--- config.mk ---
export PLATFORM = sky130hd
export DESIGN_NAME = fp32_uart_tx
export DESIGN_NICKNAME = d
export VERILOG_FILES = /design/src/rtl/fp32_uart_pkg.sv /design/src/rtl/fp32_uart_baud_cnt.sv /design/src/rtl/fp32_uart_tx.sv
export SDC_FILE = /design/constraint.sdc
export NUM_CORES = 1
export LEC_CHECK = 0
export BUFFER_PORTS_ARGS = -buffer_cell sky130_fd_sc_hd__buf_4
export CORE_MARGIN = 2
export CORE_UTILIZATION = 25
export DETAILED_ROUTE_END_ITERATION = 12
export PLACE_DENSITY_LB_ADDON = 0.1
export SYNTH_ARGS = -nofsm -noshare
export SYNTH_HDL_FRONTEND = slang
export SYNTH_SLANG_ARGS = --single-unit
--- constraint.sdc ---
create_clock -name CLK_I -period 2.2 [get_ports CLK_I]
set_input_delay 0.44 -clock CLK_I [delete_from_list [all_inputs] [get_ports CLK_I]]
set_output_delay 0.44 -clock CLK_I [all_outputs]
set_load 0.03 [all_outputs]
--- src/rtl/fp32_uart_pkg.sv ---
// Shared constants and types for the FP32 UART link (TX and RX sides).
package fp32_uart_pkg;

  localparam int CLKS_PER_BIT = 5208;
  localparam int NUM_BYTES    = 12;

  // state | meaning
  // IDLE  | line high, ready for a word
  // START | driving start bit (0)
  // DATA  | driving d0..d7, LSB first
  // STOP  | driving stop bit (1)
  typedef enum logic [1:0] {
    IDLE  = 2'd0,
    START = 2'd1,
    DATA  = 2'd2,
    STOP  = 2'd3
  } tx_state_t;

endpackage

--- src/rtl/fp32_uart_baud_cnt.sv ---
// Bit-period counter: counts 0..CLKS_PER_BIT-1 while enabled and flags the last cycle of each bit.
module fp32_uart_baud_cnt #(
  parameter int CLKS_PER_BIT = fp32_uart_pkg::CLKS_PER_BIT
) (
  input  logic clk_i,
  input  logic rst_n_i,
  input  logic clr_i,
  input  logic en_i,
  output logic bit_tick_o
);

  localparam int CW = (CLKS_PER_BIT > 1) ? $clog2(CLKS_PER_BIT) : 1;
  localparam logic [CW-1:0] LAST_CNT = CW'(CLKS_PER_BIT - 1);

  logic [CW-1:0] cnt_q, cnt_d;
  logic          last_cnt;

  assign last_cnt   = (cnt_q == LAST_CNT);
  assign bit_tick_o = en_i & last_cnt;

  always_comb begin
    cnt_d = cnt_q;
    if (clr_i) begin
      cnt_d = '0;
    end else if (en_i) begin
      cnt_d = last_cnt ? '0 : cnt_q + 1'b1;
    end
  end

  always_ff @(posedge clk_i or negedge rst_n_i) begin
    if (!rst_n_i) begin
      cnt_q <= '0;
    end else begin
      cnt_q <= cnt_d;
    end
  end

endmodule

--- src/rtl/fp32_uart_tx.sv ---
// FP32 link transmitter: latches one NUM_BYTES-byte word and sends it as back-to-back
// 8N1 frames, byte 0 first, LSB first within each byte.
module fp32_uart_tx
  import fp32_uart_pkg::*;
#(
  parameter int CLKS_PER_BIT = fp32_uart_pkg::CLKS_PER_BIT,
  parameter int NUM_BYTES    = fp32_uart_pkg::NUM_BYTES
) (
  input  logic                   CLK_I,
  input  logic                   RSTL_I,
  input  logic                   TX_VALID_I,
  output logic                   TX_READY_O,
  input  logic [NUM_BYTES*8-1:0] TX_DATA_I,
  output logic                   UART_TX_O,
  output logic                   TX_DONE_O
);

  localparam int DW = NUM_BYTES * 8;
  localparam int BW = (NUM_BYTES > 1) ? $clog2(NUM_BYTES) : 1;
  localparam logic [BW-1:0] LAST_BYTE = BW'(NUM_BYTES - 1);

  tx_state_t       state_q, state_d;
  logic [DW-1:0]   shreg_q, shreg_d;
  logic [2:0]      bit_idx_q, bit_idx_d;
  logic [BW-1:0]   byte_idx_q, byte_idx_d;
  logic            tx_q, tx_d;
  logic            ready_q, ready_d;
  logic            done_q, done_d;
  logic            accept;
  logic            bit_tick;
  logic            cnt_en;

  assign cnt_en = (state_q != IDLE);

  fp32_uart_baud_cnt #(
    .CLKS_PER_BIT(CLKS_PER_BIT)
  ) u_baud_cnt (
    .clk_i     (CLK_I),
    .rst_n_i   (RSTL_I),
    .clr_i     (accept),
    .en_i      (cnt_en),
    .bit_tick_o(bit_tick)
  );

  // tx_d is the value the line takes in the cycle after this edge, so every
  // bit boundary is decided one cycle early and the line stays registered.
  always_comb begin
    state_d    = state_q;
    shreg_d    = shreg_q;
    bit_idx_d  = bit_idx_q;
    byte_idx_d = byte_idx_q;
    tx_d       = tx_q;
    done_d     = 1'b0;
    accept     = 1'b0;

    case (state_q)
      IDLE: begin
        tx_d = 1'b1;
        if (TX_VALID_I && ready_q) begin
          accept     = 1'b1;
          state_d    = START;
          tx_d       = 1'b0;
          shreg_d    = TX_DATA_I;
          bit_idx_d  = '0;
          byte_idx_d = '0;
        end
      end
      START: begin
        if (bit_tick) begin
          state_d   = DATA;
          tx_d      = shreg_q[0];
          shreg_d   = shreg_q >> 1;
          bit_idx_d = '0;
        end
      end
      DATA: begin
        if (bit_tick) begin
          if (bit_idx_q == 3'd7) begin
            state_d = STOP;
            tx_d    = 1'b1;
          end else begin
            tx_d      = shreg_q[0];
            shreg_d   = shreg_q >> 1;
            bit_idx_d = bit_idx_q + 3'd1;
          end
        end
      end
      STOP: begin
        if (bit_tick) begin
          if (byte_idx_q == LAST_BYTE) begin
            state_d = IDLE;
            tx_d    = 1'b1;
            done_d  = 1'b1;
          end else begin
            state_d    = START;
            tx_d       = 1'b0;
            byte_idx_d = byte_idx_q + 1'b1;
          end
        end
      end
      default: begin
        state_d = IDLE;
        tx_d    = 1'b1;
      end
    endcase
  end

  assign ready_d = (state_d == IDLE);

  always_ff @(posedge CLK_I or negedge RSTL_I) begin
    if (!RSTL_I) begin
      state_q    <= IDLE;
      shreg_q    <= '0;
      bit_idx_q  <= '0;
      byte_idx_q <= '0;
      tx_q       <= 1'b1;
      ready_q    <= 1'b1;
      done_q     <= 1'b0;
    end else begin
      state_q    <= state_d;
      shreg_q    <= shreg_d;
      bit_idx_q  <= bit_idx_d;
      byte_idx_q <= byte_idx_d;
      tx_q       <= tx_d;
      ready_q    <= ready_d;
      done_q     <= done_d;
    end
  end

  assign UART_TX_O  = tx_q;
  assign TX_READY_O = ready_q;
  assign TX_DONE_O  = done_q;

endmodule

==> results.txt, run 1 <==
* Final worst path period share: 0.9674
* Max-cap check violation count: 0
- The number of global-route vias before repair was 4538.
- CTS built an H-tree with a depth of 4.
* Dominant cell type by count on the critical path: sky130_fd_sc_hd__buf_4
- Switching Share: 0.2060
* Area of the multi-input gates: 2666 um^2
* Clock power frac: 0.531
- Outcome: finished clean
- After synthesis, the largest family of logic cells by area is multiplexers.
- STA classifies the critical path startpoint as a flip-flop.
- Synth warnings: 0
- Gate count of the mapped netlist: 582
- Drt wl/cell: 14.19 um
* Number of diodes: 0
- In this run the tool buffered the top-level ports with 101 buffer cells.
* Setup TNS: 0 ns
- Max frequency: 0.4699 GHz
- Number of pins with negative max-slew slack in the final report: 0
- Sw Pwr: 1.187 mW
* Class of the tightest hold or removal check: primary input to flip-flop
- The internal power of the cells totals 4.572 mW.
- The cell sitting at the root of the clock tree is a sky130_fd_sc_hd__clkbuf_16.
- The library cell used most frequently in the layout, excluding fill and tap cells, is sky130_fd_sc_hd__dfrtp_1.
- For this run, the register share of the synthesized area comes to 0.5143.
- Critical-path cell with the highest stage delay: sky130_fd_sc_hd__dfrtp_2
- Leaving out filler cells and counting taps, the final layout contains 1018.
- Area occupied by registers: 3032 um^2
- XOR/XNOR share of the synthesized area: 0.004460
- Synth Register Bits: 121
- Fill cell total of the finished layout: 2391
* Netlist cell types: 44
- Mean post-synth cell area: 10.12 um^2
* Setup repair after global routing missed its margin: yes
* Die boundary height: 157.5 um
- Sort of element at the end of the critical path: flip-flop
- Worst clock skew on the final layout: 0.009563 ns
- Setup violations remaining at the end of the flow were counted as 0.
* Final critical-path setup slack: 0.07169 ns
- Cell breakdown of the critical path: inv_1 -> ha_1 -> buf_4 -> nor3b_1 -> nand4_1 -> o211ai_4 -> buf_4 -> clkbuf_16 -> nor2_1 -> a21oi_1
- Of the total synthesized cell area, the portion taken by full adders, half adders and majority gates is 0.01911.
* Residual antenna-violating net count after detailed routing: 0
* Half-perimeter wire length of the detailed placement result: 9157 um
* Proportion of register bits with asynchronous set or reset after synthesis: 1.000
- The final count of hold timing violations came to 0.
* Die area: 24810 um^2
- Of the total power, combinational logic draws 0.058.
- Of the total synthesized cell area, the portion taken by AND, OR, NAND and NOR gates is 0.1255.
- The tree built by TritonCTS fans out to 121 sinks.
- Counting both buffers and inverters, the worst setup path holds a total of 4.
- Register share of total power: 0.411
- Once placement completed, the tool counted placed cells totaling 980.
- At the pin with the least slew margin, the transition time is 0.7406 ns.
* Initial antenna violation count: 0
* Horizontal die dimension: 157.5 um
- Worst slack after detailed placement: 0.05750 ns
- Commonest cells after routing, fill and taps aside: sky130_fd_sc_hd__dfrtp_1, sky130_fd_sc_hd__buf_4, sky130_fd_sc_hd__nor2_1
- Counting along the longest clock path gives a buffer depth of 2.
* Via total after detailed routing: 4534
- WS Path Type: flip-flop to flip-flop
- The initialized floorplan defines 56 standard-cell rows.
* Time the worst path needs with I/O delays and setup: 2.128 ns
- Starting utilization of the core area: 0.2525
- Clock tree from TritonCTS: built
* Area overhead of the layout relative to synthesis: 33.72%
- At the end of the flow the core is filled with cells to 0.3377.
* Largest fanout on the critical path: 32
- Commonest register cell after synthesis: sky130_fd_sc_hd__dfrtp_1
- Aggregate global routing overflow: 0
* Remaining design rule violation count: 0
- For this design the top-level I/O count stands at 102.
- When the netlist entered floorplanning its net count stood at 690.
- The total area inside the core boundary comes to 23330 um^2.
- Dividing total power by cell area gives a power density of 730.9 nW/um^2.
- Latest clock arrival within the worst-skew pair: 0.41 ns
* Final GP Congestion: 0.7296
- Across every metal layer, demand over resource in global routing totals 0.1160.
- Entering global routing, the biggest net connects 117 pins.
- Pre-Repair DR Iteration Count: 4
* Clock edge transition at the registers on the reported setup and hold paths: 0.06 ns
- The routed design has 14450 um of wire.
- Net count reported at finish: 796
- Vias/cell: 4.454
- In this run the tightest slew margin relative to its limit is 0.5063.
* Initial drt markers: 192
- The worst-case IR drop observed on VDD is 486.1 uV.
* First-pass GRT wire length: 22630 um
- Mux share of post-synthesis cell area: 0.1669
- Data on the critical path is required at its endpoint by 2.53 ns.
- Fraction of layout cells with a size suffix above 1: 0.2446
- Critical path data arrival time: 2.46 ns
- The synthesized design contains 0 enable-type register cells.
* Synthesized cell area: 5892 um^2
- Total design power: 5.759 mW
- The worst register-to-register path has a setup slack of 0.07 ns.
- Leakage Power: 4.046 nW
- Peak per-stage delay on the critical path: 0.39 ns
* CTS Buf Count: 17
- Among cell families on the critical path, the largest total delay comes from buffers and inverters.
* Synthesized-area fraction occupied by ao, oa, aoi and oai cells: 0.1317
layer usage:
| metal | share of wire | vias up | wire length, um | GRT usage |
|---|---|---|---|---|
| met2 | 0.45 | 90 | 6565 | 0.1811 |
| met5 | 0 | - | 0 | 0 |
| met4 | 0.0073 | 0 | 106 | 0.03506 |
| met1 | 0.49 | 2176 | 7062 | 0.1537 |
| met3 | 0.049 | 8 | 714 | 0.03662 |
| li1 | - | 2260 | - | - |
Yosys cell counts, drive strengths merged, types with 2 or more instances:
library cell    n  share of area
xnor2           2         0.0030
and3           10          0.011
nand2          14         0.0089
nor3            3         0.0025
ha              9          0.019
and4b           2         0.0034
a21oi         103          0.087
nor4b           2         0.0055
dfrtp         119           0.51
nor3b           2         0.0025
nand4           5         0.0053
mux2i          96           0.16
a22o            2         0.0030
nand3           7         0.0059
inv             7         0.0045
nor2          104          0.066
and4bb          2         0.0042
buf            22          0.022
dfstp           2         0.0089
a31oi           5         0.0053
clkbuf         18          0.011
o21ai          25          0.021
mux2            2         0.0038
per-stage QoR:
step	hold slack [ns]	instance area (um^2)
global route	0.2953	7879
detailed placement	0.2596	7108
finish	0.2744	7879
floorplan	0.1444	5892
CTS	0.2501	7764
global placement	0.2594	7108
worst reg2reg max path, delay by kind of cell, from the launching register on:
kind            cells  cell delay, ns
simple gates        3            0.48
fa+ha+maj           1            0.22
buf+inv             4            0.68
flops               1            0.39
compound gates      2            0.29
logic make-up after synthesis:
logic type,count (synthesis)
muxes,98
and+or+nand+nor,159
AOI/OAI and AO/OA,145
DFF,121
buffers and inverters,47
adders and majority gates,9
xor gates and xnor gates,3
registers in the layout, indices dropped and copies added (netlist names):
register          cells
byte_idx_q            4
state_q               2
bit_idx_q             3
TX_DONE_O             1
TX_READY_O            1
shreg_q              96
u_baud_cnt.cnt_q     13
UART_TX_O             1
layout make-up:
class,count,share of cell area
Clock buffer,23,0.06448
Clock inverter,7,0.01747
Inverter,7,0.003335
Multi-Input combinational cell,414,0.3384
Sequential cell,121,0.3848
Tap cell,319,0.05066
Timing Repair Buffer,127,0.1409
power by group through the flow:
stage	clock [mW]	sequential, mW	combinational (mW)
floorplan	0	2.39	0.128
finish	3.06	2.37	0.336
CTS	3.16	2.37	0.348
global placement	0	2.40	0.340
global route	3.25	2.38	0.385
detailed placement	0	2.40	0.345
path summary, 6_finish.rpt:
check | to | start | depth (start not counted)
max | shreg_q[52]$_DFFE_PN0P_ | state_q[0]$_DFF_PN0_ | 10
min in group asynchronous | byte_idx_q[0]$_DFFE_PN0P_ | RSTL_I | 2
min | shreg_q[95]$_DFFE_PN0P_ | TX_DATA_I[95] | 3
min reg2reg | u_baud_cnt.cnt_q[12]$_DFFE_PN0P_ | u_baud_cnt.cnt_q[12]$_DFFE_PN0P_ | 1
max reg2reg | shreg_q[52]$_DFFE_PN0P_ | state_q[0]$_DFF_PN0_ | 10
max in group asynchronous | state_q[0]$_DFF_PN0_ | RSTL_I | 3
what timing repair did:
action                                  CTS  global route
hold buffers                              1             0
gates resized for setup                   0             7
endpoints found under the setup margin    0            81
endpoints found under the hold margin     5             0
buffers inserted                          0             5
No activity file was read; power rests on OpenSTA's default activity.
==> run 2: changes to the inputs <==
Settings changed: CELL_PAD_IN_SITES_DETAIL_PLACEMENT set to 0, CELL_PAD_IN_SITES_GLOBAL_PLACEMENT set to 1.
==> results.txt, run 2 (synthesis gave the netlist of run 1 again) <==
- The flow ran to the end, and the final reports show no timing, DRC or antenna violations.
* Root buffer cell: sky130_fd_sc_hd__clkbuf_16
* I/O pin count: 102 (unchanged)
* Number of cells traversed by the worst register-to-register path: 9 (-1)
* Setup TNS: 0 ns (unchanged)
* Net count reported at finish: 803 (+0.88%)
- Via total after detailed routing: 4522 (-0.26%)
* Number of buffers added to fix hold violations after cts: 0 (-1)
* Leakage Power: 4.124 nW (+1.9%)
- STA classifies the critical path startpoint as a flip-flop.
* Setup violators final: 0 (unchanged)
* Initial drt markers: 193 (+0.52%)
* Clock tree from TritonCTS: built
- The H-tree depth came to 4 (unchanged).
* CTS Buf Count: 17 (unchanged)
- The number of antenna violations at the first check in global routing is 0 (unchanged).
- The final wirelength is 14480 um (+0.25%).
- STA classifies the critical path endpoint as a flip-flop.
* Worst VDD drop: 433.6 uV (-11%)
* Final GP Congestion: 0.7332 (+0.49%)
* Starting utilization of the core area: 0.2525 (unchanged)
- The pin count of the biggest net entering global routing was 62 (-47%).
* Worst clock skew on the final layout: 0.008275 ns (-0.001289 ns)
- The number of search-and-repair iterations in the first detailed-routing pass came to 4 (unchanged).
- The flip-flop count of the largest register, all copies and words added is 96 (unchanged).
- Maximum buffer depth of the clock tree: 2 (unchanged)
- First-pass GRT wire length: 23470 um (+3.7%)
- The worst-margin pin slew was 0.4584 ns (-0.2822 ns).
- The largest registers in the layout are shreg_q: 96 flops, u_baud_cnt.cnt_q: 13 flops, byte_idx_q: 4 flops.
- The overall die area came to 24810 um^2 (unchanged).
* Post-Route Utilization: 0.3458 (+0.008151)
- The final count of hold timing violations came to 0 (unchanged).
* Vias/cell: 4.403 (-1.1%)
- The TritonCTS sink count was 121 (unchanged).
* Remaining design rule violation count: 0 (unchanged)
- WS Path Type: flip-flop to flip-flop
* Max-slew headroom: 0.6937 (+0.1875)
- The maximum net fanout on the critical path is 18 (-44%).
* # port buffers: 101 (unchanged)
- The final non-filler cell area was 8069 um^2 (+2.4%).
- The worst endpoint required time came to 2.54 ns (about the same).
- Leaving out fill and tap cells, the most frequent cell in the layout is sky130_fd_sc_hd__dfrtp_1.
* Launching point of the worst reg2reg path: state_q[0]$_DFF_PN0_
- Max-cap check violation count: 0 (unchanged)
- The path class of the tightest hold or removal check is primary input to async pin.
- Area overhead of the layout relative to synthesis: 36.95%
- Row Count: 56 (unchanged)
- The half-perimeter wire length of the detailed placement result was 9765 um (+6.6%).
* Aggregate global routing overflow: 0 (unchanged)
* Endpoint of the worst-slack reg-to-reg timing path: shreg_q[63]$_DFFE_PN0P_
- The cell area reported after detailed placement is 7223 um^2 (+1.6%).
* Critical path data arrival time: 2.40 ns (-0.06 ns)
* Dominant cell type by count on the critical path: sky130_fd_sc_hd__buf_12
- Slack of the worst reg-to-reg path: 0.14 ns (+0.07 ns)
* Number of pins with negative max-slew slack in the final report: 0 (unchanged)
* Final worst path period share: 0.9368 (-0.03060)
* Residual antenna-violating net count after detailed routing: 0 (unchanged)
* Drt wl/cell: 14.10 um (-0.63%)
- Fraction of layout cells with a size suffix above 1: 0.2585 (+0.01384)
- The number of diodes added for antenna fixing is 0 (unchanged).
* Latest clock arrival within the worst-skew pair: 0.41 ns (about the same)
- Peak per-stage delay on the critical path: 0.50 ns (+0.11 ns)
* Total routing usage reported by global routing: 0.1212 (+0.005129)
- The final critical delay including setup and external delays is 2.061 ns (-0.06732 ns).
* Cell breakdown of the critical path: buf_4 -> ha_4 -> or4b_4 -> o211ai_4 -> buf_12 -> buf_12 -> buf_12 -> nor2_1 -> a21oi_1
* Top register by number of flip-flops: shreg_q
* Critical-path cell with the highest stage delay: sky130_fd_sc_hd__or4b_4
- The number of global-route vias before repair was 4604 (+1.5%).
- Max frequency: 0.4852 GHz (+3.3%)
- Horizontal die dimension: 157.5 um (unchanged)
- Hold Worst Slack: 0.02350 ns (-0.2509 ns)
- The power density over cell area was 741.1 nW/um^2 (+1.4%).
- The die outline height was 157.5 um (unchanged).
* Total core area: 23330 um^2 (unchanged)
* Commonest cells after routing, fill and taps aside: sky130_fd_sc_hd__dfrtp_1, sky130_fd_sc_hd__buf_4, sky130_fd_sc_hd__nor2_1
- The clock transition at the registers of the reported paths was 0.06 ns (about the same).
run 2: worst max-delay path by stage:
| stage | start | to | slack (ns) | cells past startpoint |
|---|---|---|---|---|
| after floorplan | state_q[0]$_DFF_PN0_ | shreg_q[10]$_DFFE_PN0P_ | 0.13 | 8 |
| after global placement | state_q[1]$_DFF_PN0_ | shreg_q[95]$_DFFE_PN0P_ | 0.08 | 7 |
| after detailed placement | state_q[1]$_DFF_PN0_ | shreg_q[2]$_DFFE_PN0P_ | 0.009 | 7 |
| after CTS | state_q[1]$_DFF_PN0_ | shreg_q[18]$_DFFE_PN0P_ | 0.002 | 8 |
| after global routing | bit_idx_q[0]$_DFFE_PN0P_ | shreg_q[24]$_DFFE_PN0P_ | -0.004 | 10 |
| final | state_q[0]$_DFF_PN0_ | shreg_q[63]$_DFFE_PN0P_ | 0.14 | 9 |
run 2: layer usage:
layer,vias to the layer above,GRT usage,wire length (um)
li1,2277,-,-
met1,2151,0.1523,6764
met2,84,0.1928,6747
met3,10,0.04736,847
met4,0,0.03506,125
met5,-,0,0
run 2: layout make-up:
type,instances,area (um^2)
clock inverters,13,240.2
clock buffers,19,452.9
inverters,7,26.28
repair buffers,134,1241
multi-input cells,414,2678
fillers,2340,15260
flip-flops and latches,121,3032
well taps,319,399.1
run 2: power by group:
part / leakage [nW] / switching [mW] / internal, mW
clock: 0.334 / 1.08 / 2.20
combinational: 2.37 / 0.141 / 0.194
sequential: 1.42 / 0.0485 / 2.32
total: 4.12 / 1.27 / 4.71
run 2: what timing repair did:
| action | 4_1_cts | 5_1_grt |
|---|---|---|
| setup buffers | 0 | 5 |
| gates resized for setup | 1 | 8 |
| cloned | 0 | 3 |
| pin swaps | 0 | 2 |
| endpoints found under the setup margin | 8 | 79 |
run 2: stage by stage:
stage          cells  worst slack [ns]  power (mW)
6_report        1027            0.1390       5.980
5_1_grt         1027         -0.003870       6.255
4_1_cts         1019          0.002178       6.087
3_5_place_dp     987          0.008825       2.751
3_3_place_gp     987           0.07558       2.744
2_1_floorplan    582            0.1321       2.519
run 2: critical path, delay by kind of cell, from the launching register on:
family / cells / cell delay (ns)
fa+ha+maj: 1 / 0.17
buf+inv: 4 / 0.62
simple gates: 2 / 0.55
flops: 1 / 0.41
compound gates: 2 / 0.22
==> run 3: changes to the inputs <==
Settings changed: PLACE_DENSITY set to 0.62, PLACE_DENSITY_LB_ADDON 0.1 to unset.
==> results.txt, run 3 (synthesis gave the netlist of run 1 again) <==
- The run finished with clean final reports.
- The number of antenna violations at the first check in global routing came to 0 (unchanged).
* Category of the worst setup path launch point: flip-flop
* Final worst path period share: 0.9418 (+0.004990)
- Fill cell total of the finished layout: 2379 (+1.7%)
- Data required time of the critical path: 2.53 ns (about the same)
* Htree depth: 4 (unchanged)
- Max frequency: 0.4826 GHz (-0.53%)
* Die boundary height: 157.5 um (unchanged)
- The part of the total power dissipated in combinational logic was 0.057 (about the same).
- The final core utilization is 0.3404 (-0.005470).
- Top register by number of flip-flops: shreg_q
- Pre-Repair DR Iteration Count: 4 (unchanged)
- Remaining design rule violation count: 0 (unchanged)
* Max-slew headroom: 0.7105 (+0.01675)
* Actual slew at the worst max-slew pin: 0.4343 ns (-0.02413 ns)
- Worst clock skew on the final layout: 0.007852 ns (-0.0004229 ns)
- Net count reported at finish: 797 (-0.75%)
* Setup TNS: 0 ns (unchanged)
- The net switching power figure is 1.174 mW (-7.6%).
- Peak per-stage delay on the critical path: 0.40 ns (-0.10 ns)
- The number of input and output port buffers inserted came to 101 (unchanged).
- The critical path goes through ha_1 -> and4bb_2 -> nand4_1 -> o211ai_4 -> buf_12 -> buf_12 -> nor2_1 -> a21oi_1.
- The overall die area is 24810 um^2 (unchanged).
* First-pass GRT wire length: 22220 um (-5.3%)
- The cell internal power dissipation is 4.761 mW (+1.1%).
- The post-route antenna net violation count is 0 (unchanged).
- Regs by FF count: shreg_q: 96 flops, u_baud_cnt.cnt_q: 13 flops, byte_idx_q: 4 flops
* Aggregate global routing overflow: 0 (unchanged)
- Cell area power density: 747.3 nW/um^2 (+0.84%)
- Drt wl/cell: 13.53 um (-4.0%)
- Pin count of the biggest net entering global routing: 54 (-13%)
- The tightest min-delay check is of the primary input to flip-flop type.
- The final count of negative-setup-slack endpoints is 0 (unchanged).
- Worst VDD drop: 463.3 uV (+6.8%)
* Initial drt markers: 271 (+40%)
* Leakage Power: 4.078 nW (-1.1%)
- Most common cell after layout, fill and taps aside: sky130_fd_sc_hd__dfrtp_1
- The post-route non-filler standard cell count is 1021 (-0.58%).
- The number of global-route vias before repair came to 4249 (-7.7%).
- The overall via count from detail_route came to 4451 (-1.6%).
- The fraction of layout cells with a size suffix above 1 came to 0.2422 (-0.01631).
- Area of the multi-input gates: 2669 um^2 (-0.33%)
- Vias/cell: 4.359 (-0.99%)
* Area occupied by registers: 3032 um^2 (unchanged)
- Half-perimeter wire length of the detailed placement result: 9012 um (-7.7%)
* Horizontal die dimension: 157.5 um (unchanged)
- The number of rows in the core area is 56 (unchanged).
* Maximum buffer depth of the clock tree: 2 (unchanged)
- By instance count, the cell type seen most on the critical path is sky130_fd_sc_hd__buf_12.
- The TritonCTS sink count is 121 (unchanged).
- Total routing usage reported by global routing: 0.1136 (-0.007530)
* Register share of total power: 0.399 (+0.003)
- Switching Share: 0.1978 (-0.01464)
* Area overhead of the layout relative to synthesis: 34.78%
- Time the worst path needs with I/O delays and setup: 2.072 ns (+0.01098 ns)
- The worst setup path is captured at a flip-flop.
- Critical path data arrival time: 2.40 ns (about the same)
- The final count of hold timing violations was 0 (unchanged).
- Root buffer cell: sky130_fd_sc_hd__clkbuf_16
- The number of buffers added by the clock tree synthesis step came to 17 (unchanged).
- Total core area: 23330 um^2 (unchanged)
- TritonCTS built the clock tree.
* Clock power frac: 0.545 (-0.003)
- By startpoint and endpoint, the worst setup path is classified as flip-flop to flip-flop.
- Max FFs per register: 96 (unchanged)
- The number of maximum-capacitance violations came to 0 (unchanged).
* Number of pins with negative max-slew slack in the final report: 0 (unchanged)
- Commonest cells after routing, fill and taps aside: sky130_fd_sc_hd__dfrtp_1, sky130_fd_sc_hd__buf_4, sky130_fd_sc_hd__nor2_1
* Number of diodes: 0 (unchanged)
- The number of placed I/O pins came to 102 (unchanged).
- The latest clock arrival within the worst-skew pair was 0.41 ns (about the same).
* Largest fanout on the critical path: 33 (+15)
* Critical-path cell with the highest stage delay: sky130_fd_sc_hd__dfrtp_1
* Clock edge transition at the registers on the reported setup and hold paths: 0.05 ns (about the same)
- The effective utilization at floorplan is 0.2525 (unchanged).
- The weighted congestion at the end of routability-driven global placement was 0.7142 (-2.6%).
* Number of placed instances with taps included: 981 (-0.61%)
- Final wirelength: 13820 um (-4.6%)
## run 3: layout make-up
type | instances | share of cell area
Inverter | 7 | 0.003309
Clock buffer | 25 | 0.06239
Timing Repair Buffer | 128 | 0.1429
Clock inverter | 7 | 0.02332
Sequential cell | 121 | 0.3818
Tap cell | 319 | 0.05026
Multi-Input combinational cell | 414 | 0.3361
## run 3: stage by stage
stage                     area [um^2]  total power, mW  worst slack, ns  hold WS, ns
after floorplan                  5892            2.519           0.1321       0.1444
after global placement           7144            2.747          0.09830       0.3430
after detailed placement         7144            2.750          0.02699       0.3416
after CTS                        7835            6.043          0.01572       0.2605
after global routing             7941            6.192         -0.02820       0.3055
final                            7941            5.935           0.1280       0.2813
## run 3: path summary, 6_finish.rpt
kind,cells past startpoint,from,slack [ns],end
worst max-delay path,8,u_baud_cnt.cnt_q[1]$_DFFE_PN0P_,0.13,shreg_q[64]$_DFFE_PN0P_
worst min-delay path,3,TX_DATA_I[95],0.28,shreg_q[95]$_DFFE_PN0P_
worst max register to register,8,u_baud_cnt.cnt_q[1]$_DFFE_PN0P_,0.13,shreg_q[64]$_DFFE_PN0P_
worst min register to register,2,shreg_q[73]$_DFFE_PN0P_,0.52,shreg_q[73]$_DFFE_PN0P_
max in group asynchronous,3,RSTL_I,1.13,shreg_q[70]$_DFFE_PN0P_
min in group asynchronous,2,RSTL_I,0.47,byte_idx_q[1]$_DFFE_PN0P_
## run 3: critical path: cells and delay by family, from the launching register on
kind | cells | cell delay, ns
flops | 1 | 0.40
simple gates | 3 | 0.56
buf+inv | 2 | 0.38
fa+ha+maj | 1 | 0.23
compound gates | 2 | 0.40
## run 3: what timing repair did
action / in CTS / in global routing
resized for setup: 0 / 5
buffers inserted: 0 / 5
endpoints found under the setup margin: 0 / 87
hold buffers: 1 / 0
endpoints found under the hold margin: 24 / 0
## run 3: power groups by stage
stage	Clock, mW	Combinational [mW]	Sequential [mW]
finish	3.23	0.337	2.37
global route	3.43	0.386	2.38
CTS	3.33	0.348	2.37
detailed placement	0	0.346	2.40
global placement	0	0.343	2.40
floorplan	0	0.128	2.39
## run 3: metal layers
layer  global-route usage  part of all wire  routed length [um]
met1               0.1533              0.49                6773
met5                    0                 0                   0
met3              0.04708             0.066                 908
met4              0.02468            0.0065                  90
met2               0.1701              0.44                6048
